**src/rtl/wisc_alu_pkg.sv**
```systemverilog
// Shared constants and FSM state type for the WISC ALU packed-nibble datapath.
package wisc_alu_pkg;

  localparam int unsigned NIBBLES = 4;
  localparam int unsigned NIB_W   = 4;
  localparam int unsigned DATA_W  = NIBBLES * NIB_W;

  localparam logic [NIB_W-1:0] SAT_POS = 4'h7;
  localparam logic [NIB_W-1:0] SAT_NEG = 4'h8;

  typedef enum logic [1:0] {
    StIdle,
    StCalc,
    StDone
  } paddsb_state_e;

endpackage

```
**src/rtl/CLA_4bit.sv**
```systemverilog
// Existing 4-bit signed carry-lookahead adder/subtractor with signed overflow flags.
module CLA_4bit (
  input  logic [3:0] A,
  input  logic [3:0] B,
  input  logic       Cin,
  input  logic       sub,
  output logic [3:0] Sum,
  output logic       pos_Ovfl,
  output logic       neg_Ovfl
);

  logic [3:0] b_eff;
  logic [3:0] g;
  logic [3:0] p;
  logic [3:0] c;

  // Subtraction is A + ~B + 1, so sub doubles as the carry-in.
  assign b_eff = sub ? ~B : B;
  assign g     = A & b_eff;
  assign p     = A ^ b_eff;

  assign c[0] = Cin | sub;
  assign c[1] = g[0] | (p[0] & c[0]);
  assign c[2] = g[1] | (p[1] & g[0]) | (p[1] & p[0] & c[0]);
  assign c[3] = g[2] | (p[2] & g[1]) | (p[2] & p[1] & g[0]) | (p[2] & p[1] & p[0] & c[0]);

  assign Sum = p ^ c;

  assign pos_Ovfl = ~A[3] & ~b_eff[3] &  Sum[3];
  assign neg_Ovfl =  A[3] &  b_eff[3] & ~Sum[3];

endmodule

```
**src/rtl/paddsb_seq.sv**
```systemverilog
// Sequential saturating nibble add (PADDSB), one lane per cycle through a shared CLA_4bit.
// Define PADDSB_SUB_EN to also honour the sub input (PSUBSB).
module paddsb_seq
  import wisc_alu_pkg::*;
(
  input  logic              clk,
  input  logic              rst_n,
  input  logic              start,
  input  logic [DATA_W-1:0] A,
  input  logic [DATA_W-1:0] B,
  input  logic              sub,
  output logic              busy,
  output logic              done,
  output logic [DATA_W-1:0] Result,
  output logic [NIBBLES-1:0] sat_mask
);

  paddsb_state_e      state_q, state_d;
  logic [1:0]         idx_q, idx_d;
  logic [DATA_W-1:0]  a_q, a_d;
  logic [DATA_W-1:0]  b_q, b_d;
  logic [DATA_W-1:0]  result_q, result_d;
  logic [NIBBLES-1:0] mask_q, mask_d;
  logic               done_q, done_d;
  logic               add_sub;

`ifdef PADDSB_SUB_EN
  logic sub_q, sub_d;
  assign add_sub = sub_q;
`else
  logic unused_sub;
  assign unused_sub = sub;
  assign add_sub    = 1'b0;
`endif

  logic [NIB_W-1:0] a_lane, b_lane, sum;
  logic             pos_ovfl, neg_ovfl;
  logic [NIB_W-1:0] lane_val;
  logic             lane_sat;

  assign a_lane = a_q[idx_q*NIB_W +: NIB_W];
  assign b_lane = b_q[idx_q*NIB_W +: NIB_W];

  CLA_4bit u_cla (
    .A        (a_lane),
    .B        (b_lane),
    .Cin      (1'b0),
    .sub      (add_sub),
    .Sum      (sum),
    .pos_Ovfl (pos_ovfl),
    .neg_Ovfl (neg_ovfl)
  );

  // Positive clamp takes priority should both flags ever assert.
  always_comb begin
    lane_val = sum;
    lane_sat = 1'b0;
    if (pos_ovfl) begin
      lane_val = SAT_POS;
      lane_sat = 1'b1;
    end else if (neg_ovfl) begin
      lane_val = SAT_NEG;
      lane_sat = 1'b1;
    end
  end

  always_comb begin
    state_d  = state_q;
    idx_d    = idx_q;
    a_d      = a_q;
    b_d      = b_q;
    result_d = result_q;
    mask_d   = mask_q;
    done_d   = 1'b0;
`ifdef PADDSB_SUB_EN
    sub_d    = sub_q;
`endif
    unique case (state_q)
      StIdle: begin
        if (start) begin
          a_d      = A;
          b_d      = B;
`ifdef PADDSB_SUB_EN
          sub_d    = sub;
`endif
          result_d = '0;
          mask_d   = '0;
          idx_d    = '0;
          state_d  = StCalc;
        end
      end
      StCalc: begin
        result_d[idx_q*NIB_W +: NIB_W] = lane_val;
        mask_d[idx_q]                  = lane_sat;
        if (idx_q == 2'd3) begin
          state_d = StDone;
          done_d  = 1'b1;
        end else begin
          idx_d = idx_q + 2'd1;
        end
      end
      StDone:  state_d = StIdle;
      default: state_d = StIdle;
    endcase
  end

  always_ff @(posedge clk or negedge rst_n) begin
    if (!rst_n) begin
      state_q  <= StIdle;
      idx_q    <= '0;
      a_q      <= '0;
      b_q      <= '0;
      result_q <= '0;
      mask_q   <= '0;
      done_q   <= 1'b0;
`ifdef PADDSB_SUB_EN
      sub_q    <= 1'b0;
`endif
    end else begin
      state_q  <= state_d;
      idx_q    <= idx_d;
      a_q      <= a_d;
      b_q      <= b_d;
      result_q <= result_d;
      mask_q   <= mask_d;
      done_q   <= done_d;
`ifdef PADDSB_SUB_EN
      sub_q    <= sub_d;
`endif
    end
  end

  assign busy     = (state_q != StIdle);
  assign done     = done_q;
  assign Result   = result_q;
  assign sat_mask = mask_q;

endmodule

```
**config.mk**
```make
export PLATFORM = sky130hd
export DESIGN_NAME = paddsb_seq
export DESIGN_NICKNAME = d
export VERILOG_FILES = /design/src/rtl/wisc_alu_pkg.sv /design/src/rtl/CLA_4bit.sv /design/src/rtl/paddsb_seq.sv
export SDC_FILE = /design/constraint.sdc
export NUM_CORES = 1
export LEC_CHECK = 0
export BUFFER_PORTS_ARGS = -buffer_cell sky130_fd_sc_hd__buf_4
export CAP_MARGIN = 20
export CELL_PAD_IN_SITES_DETAIL_PLACEMENT = 0
export CELL_PAD_IN_SITES_GLOBAL_PLACEMENT = 1
export CORE_ASPECT_RATIO = 1.75
export CORE_MARGIN = 3
export CORE_UTILIZATION = 25
export CTS_BUF_LIST = sky130_fd_sc_hd__clkbuf_8
export DETAILED_ROUTE_END_ITERATION = 8
export GPL_TIMING_DRIVEN = 0
export PLACE_DENSITY_LB_ADDON = 0.08
export SLEW_MARGIN = 20
export SYNTH_ARGS = -nofsm -noshare
export SYNTH_HDL_FRONTEND = slang
export SYNTH_SLANG_ARGS = --single-unit
```
**constraint.sdc**
```tcl
create_clock -name clk -period 5.7 [get_ports clk]
set_input_delay 0.57 -clock clk [delete_from_list [all_inputs] [get_ports clk]]
set_output_delay 0.57 -clock clk [all_outputs]
set_load 0.1 [all_outputs]
```
==> impl_metrics.json, run 1 <==
{
  "synth.area.mux_share": 0.07536,
  "path_class": "reg -> reg",
  "grt_usage": 0.1301,
  "synth_top_family_by_area": "simple AND/OR/NAND/NOR gates",
  "synthXorXnorAreaFrac": 0.003085,
  "worstPathRequired_ns": 5.90,
  "cts_resized": 0,
  "yosysUniqueCellTypes": 36,
  "yosys-top-cells-area": "dfrtp_1 50%, nand2_1 15%, mux4_2 6.3%",
  "hold_viol": 0,
  "first_pass_iters": 4,
  "worst_pin_slew_ns": 0.7519,
  "clk_latency_ns": 0.34,
  "grt-ovfl-total": 0,
  "port_buffers": 56,
  "cts_sinks": 57,
  "dp.cells": 470,
  "area_growth_pct": 27.19,
  "clk_root_buffer_cell": "clkbuf_8",
  "grt_pass1_vias": 2395,
  "setup_ws_ns": 2.426,
  "slew_headroom": 0.4987,
  "dieArea_sq_um": 12720,
  "yosysTopAreaCell": "dfrtp_1",
  "hpwl_um": 5769,
  "die_h_um": 147.0,
  "hp-class": "in -> async",
  "num_rows": 50,
  "synthSimpleGateAreaFrac": 0.2089,
  "clk_pin_slew_ns": 0.07,
  "drive_above_1_share": 0.2500,
  "htreeDepth": 3,
  "yosysTopAreaCellShare": 0.5024,
  "finalMaxSlewViolations": 0,
  "worstSetupStartpointType": "flip-flop",
  "fmax_mhz": 305.4,
  "yosysWarnings": 0,
  "dpl_worst_slack_ns": 2.341,
  "setup_viol": 0,
  "outcome": "completed",
  "ys_seq_area_frac": 0.5024,
  "rsz0062_at_grt": "false",
  "syn_nets": 333,
  "layoutNonFillerInstCount": 486,
  "ant_nets": 0,
  "min_period_ns": 3.274,
  "ios": 58,
  "grt_max_degree": 58,
  "drt_iter0_markers": 75,
  "synth_cells": 284,
  "fp.dieW_um": 86.56,
  "grt_first_pass_wirelength_um": 12560,
  "fin_setup_tns_ns": 0,
  "synth_compound_area_frac": 0.1141,
  "final_nets": 400,
  "cp_max_fo": 10,
  "drt_wl_total_um": 7633,
  "drc": 0,
  "clock_skew_ns": 0.007418,
  "end_kind": "flip-flop",
  "synthAdderAreaFrac": 0.05994,
  "cts_setup_buffers": 0,
  "r2r_slack_ns": 2.43,
  "wl_per_cell_um": 15.71,
  "tritoncts": "yes",
  "critPathArrivalTime_ns": 3.48,
  "clock_path_buffers": 2,
  "cts_made_buffers": 9,
  "core_sq_um": 10890,
  "antennaDiodeCount": 0,
  "cts_hold_buf": 0,
  "maxCapViolations": 0,
  "period_share": 0.5744,
  "viasPerCell": 4.539,
  "synth_area_sq_um": 2839,
  "gp_congestion": 0.7708,
  "avgSynthCellArea_sq_um": 9.996,
  "start_util": 0.2608,
  "grt_antenna_before_repair": 0,
  "ys_seq_elements": 57,
  "vias": 2206
}
[registers in the layout, indices dropped and copies added, names as in the netlist]
| name | cells |
|---|---|
| idx_q | 2 |
| sat_mask | 4 |
| state_q | 2 |
| b_q | 16 |
| Result | 16 |
| done | 1 |
| a_q | 16 |
[per-stage QoR]
stage | hold WS [ns] | util | area, sq um
finish | 0.2885 | 0.3317 | 3611
global route | 0.3354 | 0.3317 | 3611
CTS | 0.3186 | 0.3317 | 3611
detailed placement | 0.4608 | 0.3144 | 3422
global placement | 0.4566 | 0.3144 | 3422
floorplan | 0.2744 | - | 2839
[cells by family (layout without fill, tap and decap cells)]
family	after synthesis	after routing
DFF	57	57
adders and majority gates	13	13
buffers and inverters	24	96
and+or+nand+nor	138	138
AOI/OAI and AO/OA	41	41
xor gates and xnor gates	1	1
muxes	10	10
[critical path, stage by stage (launching register included)]
cell      delay (ns)
dfrtp_1         0.57
buf_2           0.39
mux4_2          0.59
ha_1            0.38
or2_1           0.24
buf_6           0.13
a21o_1          0.21
a311oi_2        0.50
o21ai_1         0.13
[cells in the mapped netlist]
cell type and count:
nand3_1 9, xnor2_1 1, fa_1 1, nor2b_1 2, dfrtp_1 57, a31o_1 2
buf_2 4, nand2_1 110, o21ai_1 7, o21bai_1 1, a22o_1 15, ha_1 12
o31ai_1 1, a31oi_1 1, and4_1 2, nand2b_1 4, and3_1 1, or4b_1 1
nor2_1 4, clkbuf_1 8, mux2_1 1, nor4b_2 1, mux2i_4 1, a21o_1 5
mux4_2 8, a211oi_2 1, a311oi_2 1, o22ai_2 2, or2_1 1, inv_1 11
or3b_1 1, a211o_1 1, and2_1 1, nor4_2 1, buf_6 1, a21oi_1 4
[path summary, 6_finish.rpt]
kind,start,endpoint,depth (start not counted)
worst min register to register,b_q[6],b_q[6],2
min in group clk,A[8],a_q[8],3
worst max register to register,idx_q[0],Result[11],8
max in group asynchronous,rst_n,b_q[9],1
worst max-delay path,idx_q[0],Result[11],8
worst min-delay path,rst_n,sat_mask[2],1
[metal layers]
layer | GRT usage | up-vias | share of wire
li1 | - | 1092 | -
met1 | 0.1458 | 1052 | 0.39
met2 | 0.2301 | 50 | 0.55
met3 | 0.03143 | 12 | 0.040
met4 | 0.05382 | 0 | 0.020
met5 | 0 | - | 0
[layout make-up]
type / count / area (sq um)
clock buffer: 10 / 137.6
tap: 130 / 162.7
timing repair buffer: 56 / 420.4
fill: 1191 / 7274
sequential: 57 / 1426
inverter: 11 / 41.29
clock inverter: 6 / 51.30
buffer: 13 / 61.31
multi-input combinational: 203 / 1310
[cell usage in the layout, fill, tap and decap left out, types with 2 or more instances in the layout]
master    netlist  final
mux4_2          8      8
clkinv_2        0      2
buf_4           0     56
clkbuf_1        8      8
nand3_1         9      9
ha_1           12     12
nor2b_1         2      2
and4_1          2      2
inv_1          11     14
a22o_1         15     15
dfrtp_1        57     57
buf_2           4      4
a21o_1          5      5
clkbuf_8        0     10
nand2b_1        4      4
o21ai_1         7      7
a31o_1          2      2
nor2_1          4      4
o22ai_2         2      2
nand2_1       110    110
a21oi_1         4      4
Power of run 1 is left out: the tool's default activity adds up to more than one toggle a clock period on the data nets, which glitch-free logic cannot reach.
==> run 2, diff against run 1 <==
ABC_AREA = 1   (was unset)
clock period = 3.17 ns   (was 5.7 ns; I/O delays follow)
==> impl_metrics.json, run 2 <==
{
  "outcome": "completed",
  "grt_max_degree": 58,
  "dieArea_sq_um": 12570,
  "ios": 58,
  "synth_area_sq_um": 2803,
  "first_pass_iters": 4,
  "vias": 2425,
  "path_cells": "buf_2 > inv_2 > buf_2 > nor2_1 > o22ai_1 > ha_1 > nand2_1 > nand2_1 > nand3_1 > nand3_2 > nand2_1 > nand2_2 > nand4_1 > nand2_1",
  "fmax_mhz": 370.7,
  "grt_pass1_vias": 2556,
  "clk_pin_slew_ns": 0.07,
  "finalMaxSlewViolations": 0,
  "die_h_um": 146.1,
  "fillCellCount": 1212,
  "seqCellArea_sq_um": 1426,
  "setup_viol": 0,
  "grt_first_pass_wirelength_um": 12540,
  "critPathArrivalTime_ns": 2.92,
  "synthSimpleGateAreaFrac": 0.3049,
  "start_util": 0.2590,
  "mostFrequentLayoutCells": "152 x nand2_1, 58 x buf_4, 57 x dfrtp_1",
  "synth_top_family_by_area": "simple AND/OR/NAND/NOR gates",
  "synth.area.mux_share": 0,
  "avgSynthCellArea_sq_um": 8.147,
  "cts_made_buffers": 9,
  "multi_input_area_sq_um": 1217,
  "worstSetupStartpointType": "flip-flop",
  "final_common_cell": "nand2_1",
  "crit_slowest_cell": "dfrtp_1",
  "ys.flop_type": "dfrtp_1",
  "grt_antenna_before_repair": 0,
  "ys_seq_elements": 57,
  "path_delay_family": "simple AND/OR/NAND/NOR gates",
  "path_class": "reg -> reg",
  "post-synth-top-count-cell": "nand2_1",
  "synth_compound_area_frac": 0.06563,
  "slowest_delay_ns": 0.45,
  "drt_wl_total_um": 7851,
  "drc": 0,
  "grt_usage": 0.1333,
  "cp-endpoint": "Result[5]",
  "grt-ovfl-total": 0,
  "yosys-top-cells-count": "152 x nand2_1, 57 x dfrtp_1, 22 x inv_1, 16 x nor2_1",
  "fp.dieW_um": 86.04,
  "cts_resized": 0,
  "gp_congestion": 0.7486,
  "r2r_slack_ns": 0.47,
  "yosysWarnings": 0,
  "tritoncts": "yes",
  "area_growth_pct": 26.56,
  "drive_above_1_share": 0.2337,
  "yosysTopAreaCellShare": 0.5089,
  "yosysTopAreaCell": "dfrtp_1",
  "worst_pin_slew_ns": 0.7474,
  "cts_sinks": 57,
  "maxCapViolations": 0,
  "antennaDiodeCount": 0,
  "cp_max_fo": 12,
  "cts_hold_buf": 0,
  "ant_nets": 0,
  "async_flop_share": 1.000,
  "final_nets": 460,
  "yosysUniqueCellTypes": 24,
  "viasPerCell": 4.450,
  "cp.depth": 14,
  "synth_cells": 344,
  "hold_viol": 0,
  "hpwl_um": 5862,
  "clk_latency_ns": 0.34,
  "syn_nets": 393,
  "synthXorXnorAreaFrac": 0.003125,
  "critPathBufInv": 3,
  "cts_setup_buffers": 0,
  "period_share": 0.8509,
  "slew_headroom": 0.5017,
  "clock_skew_ns": 0.007719,
  "ys_seq_area_frac": 0.5089,
  "path_common_cell": "nand2_1",
  "worstPathRequired_ns": 3.40,
  "clock_path_buffers": 2,
  "synthAdderAreaFrac": 0.06071,
  "end_kind": "flip-flop",
  "clk_root_buffer_cell": "clkbuf_8",
  "r2r-end": "Result[5]",
  "rsz0062_at_grt": "false",
  "yosys-top-cells-area": "dfrtp_1 51%, nand2_1 20%, ha_1 5.4%",
  "fin_setup_tns_ns": 0,
  "startpoint": "idx_q[0]",
  "synth_edf_count": 0,
  "num_rows": 50,
  "wl_per_cell_um": 14.41,
  "drt_iter0_markers": 67,
  "r2r_cells": 14,
  "htreeDepth": 3,
  "hp-class": "in -> async",
  "crit-reg2reg-launch": "idx_q[0]",
  "port_buffers": 56,
  "core_sq_um": 10820,
  "min_period_ns": 2.697
}
run 2: stage by stage:
stage | instances | hold WS (ns) | utilization | instance area, sq um | setup slack [ns]
final | 545 | 0.02985 | 0.3277 | 3547 | 0.4725
after global routing | 545 | 0.07796 | 0.3277 | 3547 | 0.2235
after global placement | 530 | 0.4404 | 0.3128 | 3386 | 0.4664
after floorplan | 344 | 0.02141 | - | 2803 | 0.9954
after CTS | 545 | 0.05149 | 0.3277 | 3547 | 0.4433
after detailed placement | 530 | 0.4384 | 0.3128 | 3386 | 0.4680
run 2: layer usage:
metal	track usage	vias to the layer above	wire, um
li1	-	1226	-
met1	0.1321	1128	2793
met2	0.2450	54	4488
met3	0.03106	17	305
met4	0.07607	0	264
met5	0	-	0
run 2: cells by family (layout without fill, tap and decap cells):
kind of cell,count (synthesis),in the layout
buf+inv,37,108
xor+xnor,1,1
simple gates,203,203
flops,57,57
fa+ha+maj,13,13
compound gates,33,33
run 2: worst min-delay path by stage:
stage | start | endpoint | slack (ns) | cells past startpoint
2_1_floorplan | rst_n | Result[0] | 0.02 | 0
4_1_cts | rst_n | done | 0.05 | 1
6_report | rst_n | done | 0.03 | 1
3_5_place_dp | rst_n | done | 0.44 | 1
3_3_place_gp | rst_n | done | 0.44 | 1
5_1_grt | rst_n | b_q[13] | 0.08 | 1
run 2: layout make-up:
class	count	share of cell area
Buffer	13	0.01940
Clock buffer	10	0.03880
Clock inverter	5	0.006702
Inverter	24	0.02540
Multi-Input combinational cell	250	0.3432
Sequential cell	57	0.4021
Tap cell	130	0.04586
Timing Repair Buffer	56	0.1185
Power of run 2 is left out for the same reason.
==> run 3, diff against run 2 <==
ABC_AREA = unset   (was 1)
==> impl_metrics.json, run 3 (same netlist as run 1, synthesis figures left out) <==
{
  "rsz0062_at_grt": "false",
  "r2r_cells": 8,
  "htreeDepth": 3,
  "finalMaxSlewViolations": 0,
  "end_kind": "flip-flop",
  "dpl_worst_slack_ns": -0.1888,
  "multi_input_area_sq_um": 1329,
  "path_common_cell": "buf_6",
  "ios": 58,
  "antennaDiodeCount": 0,
  "tritoncts": "yes",
  "drt_wl_total_um": 7677,
  "fp.dieW_um": 86.56,
  "clock_path_buffers": 2,
  "grt-ovfl-total": 0,
  "drc": 0,
  "grt_first_pass_wirelength_um": 12590,
  "worstPathRequired_ns": 3.38,
  "slew_headroom": 0.4957,
  "setup_ws_ns": 0.1997,
  "setup_viol": 0,
  "mostFrequentLayoutCells": "110 x nand2_1, 56 x dfrtp_1, 56 x buf_4",
  "area_growth_pct": 28.16,
  "fillCellCount": 1190,
  "clk_latency_ns": 0.34,
  "clock_skew_ns": 0.007729,
  "final_nets": 400,
  "die_h_um": 147.0,
  "crit_slowest_cell": "mux4_2",
  "port_buffers": 56,
  "worst_pin_slew_ns": 0.7564,
  "period_share": 0.9370,
  "path_class": "reg -> reg",
  "worstSetupStartpointType": "flip-flop",
  "dieArea_sq_um": 12720,
  "cts_sinks": 57,
  "hp-class": "in -> async",
  "core_sq_um": 10890,
  "drt_iter0_markers": 90,
  "outcome": "completed",
  "wl_per_cell_um": 15.80,
  "path_cells": "buf_6 > mux4_2 > ha_1 > or2_1 > buf_6 > a21o_1 > a311oi_4 > o21ai_1",
  "drive_above_1_share": 0.2556,
  "viasPerCell": 4.560,
  "clk_pin_slew_ns": 0.07,
  "grt_pass1_vias": 2403,
  "ant_nets": 0,
  "grt_max_degree": 58,
  "num_rows": 50,
  "final_common_cell": "nand2_1",
  "cts_made_buffers": 9,
  "seqCellArea_sq_um": 1428,
  "start_util": 0.2608,
  "hpwl_um": 5769,
  "grt_usage": 0.1304,
  "maxCapViolations": 0,
  "gp_congestion": 0.7708,
  "first_pass_iters": 4,
  "cts_setup_buffers": 0,
  "cts_hold_buf": 0,
  "clk_root_buffer_cell": "clkbuf_8",
  "fmax_mhz": 336.7,
  "cp_max_fo": 10,
  "critPathArrivalTime_ns": 3.18,
  "grt_antenna_before_repair": 0,
  "min_period_ns": 2.970,
  "vias": 2216,
  "slowest_delay_ns": 0.55,
  "hold_viol": 0
}
run 3: layout make-up:
cell class              count  area share
plain buffers              13     0.01891
clock buffers              10     0.03783
clock inverters             6     0.01410
inverters                  11     0.01135
multi-input cells         203      0.3652
flip-flops and latches     57      0.3924
well taps                 130     0.04470
repair buffers             56      0.1155
run 3: through the flow:
stage | utilization | std cells | hold WS [ns] | setup TNS (ns) | cell area [sq um]
2_1_floorplan | - | 284 | 0.02141 | 0 | 2839
3_3_place_gp | 0.3144 | 470 | 0.4441 | -1.124 | 3422
3_5_place_dp | 0.3144 | 470 | 0.4487 | -1.471 | 3422
4_1_cts | 0.3338 | 486 | 0.06554 | 0 | 3633
5_1_grt | 0.3343 | 486 | 0.08235 | 0 | 3638
6_report | 0.3343 | 486 | 0.03510 | 0 | 3638
run 3: timing repair:
| item | in CTS | in global routing |
|---|---|---|
| gates resized for setup | 4 | 3 |
| endpoints found under the setup margin | 12 | 17 |
| pin swaps | 0 | 0 |
| hold endpoints to repair | 0 | 0 |
run 3: per-layer routing:
layer | track usage | vias to the layer above | routed length (um)
li1 | - | 1091 | -
met1 | 0.1462 | 1058 | 2980
met2 | 0.2285 | 54 | 4187
met3 | 0.03143 | 13 | 340
met4 | 0.05772 | 0 | 170
met5 | 0 | - | 0
run 3: path summary, 6_finish.rpt:
check	startpoint	slack, ns	end
worst min register to register	b_q[11]	0.47	b_q[11]
worst min-delay path	rst_n	0.04	sat_mask[2]
worst max register to register	idx_q[0]	0.20	Result[11]
min in group clk	A[8]	0.16	a_q[8]
worst max-delay path	idx_q[0]	0.20	Result[11]
max in group asynchronous	rst_n	2.60	idx_q[0]
run 3: worst max-delay path: cells and delay by family (launching register included):
family / cells / cell delay (ns)
DFF: 1 / 0.50
and+or+nand+nor: 1 / 0.24
muxes: 1 / 0.55
buffers and inverters: 2 / 0.35
adders and majority gates: 1 / 0.38
AOI/OAI and AO/OA: 3 / 0.81
Power of run 3 is left out for the same reason.
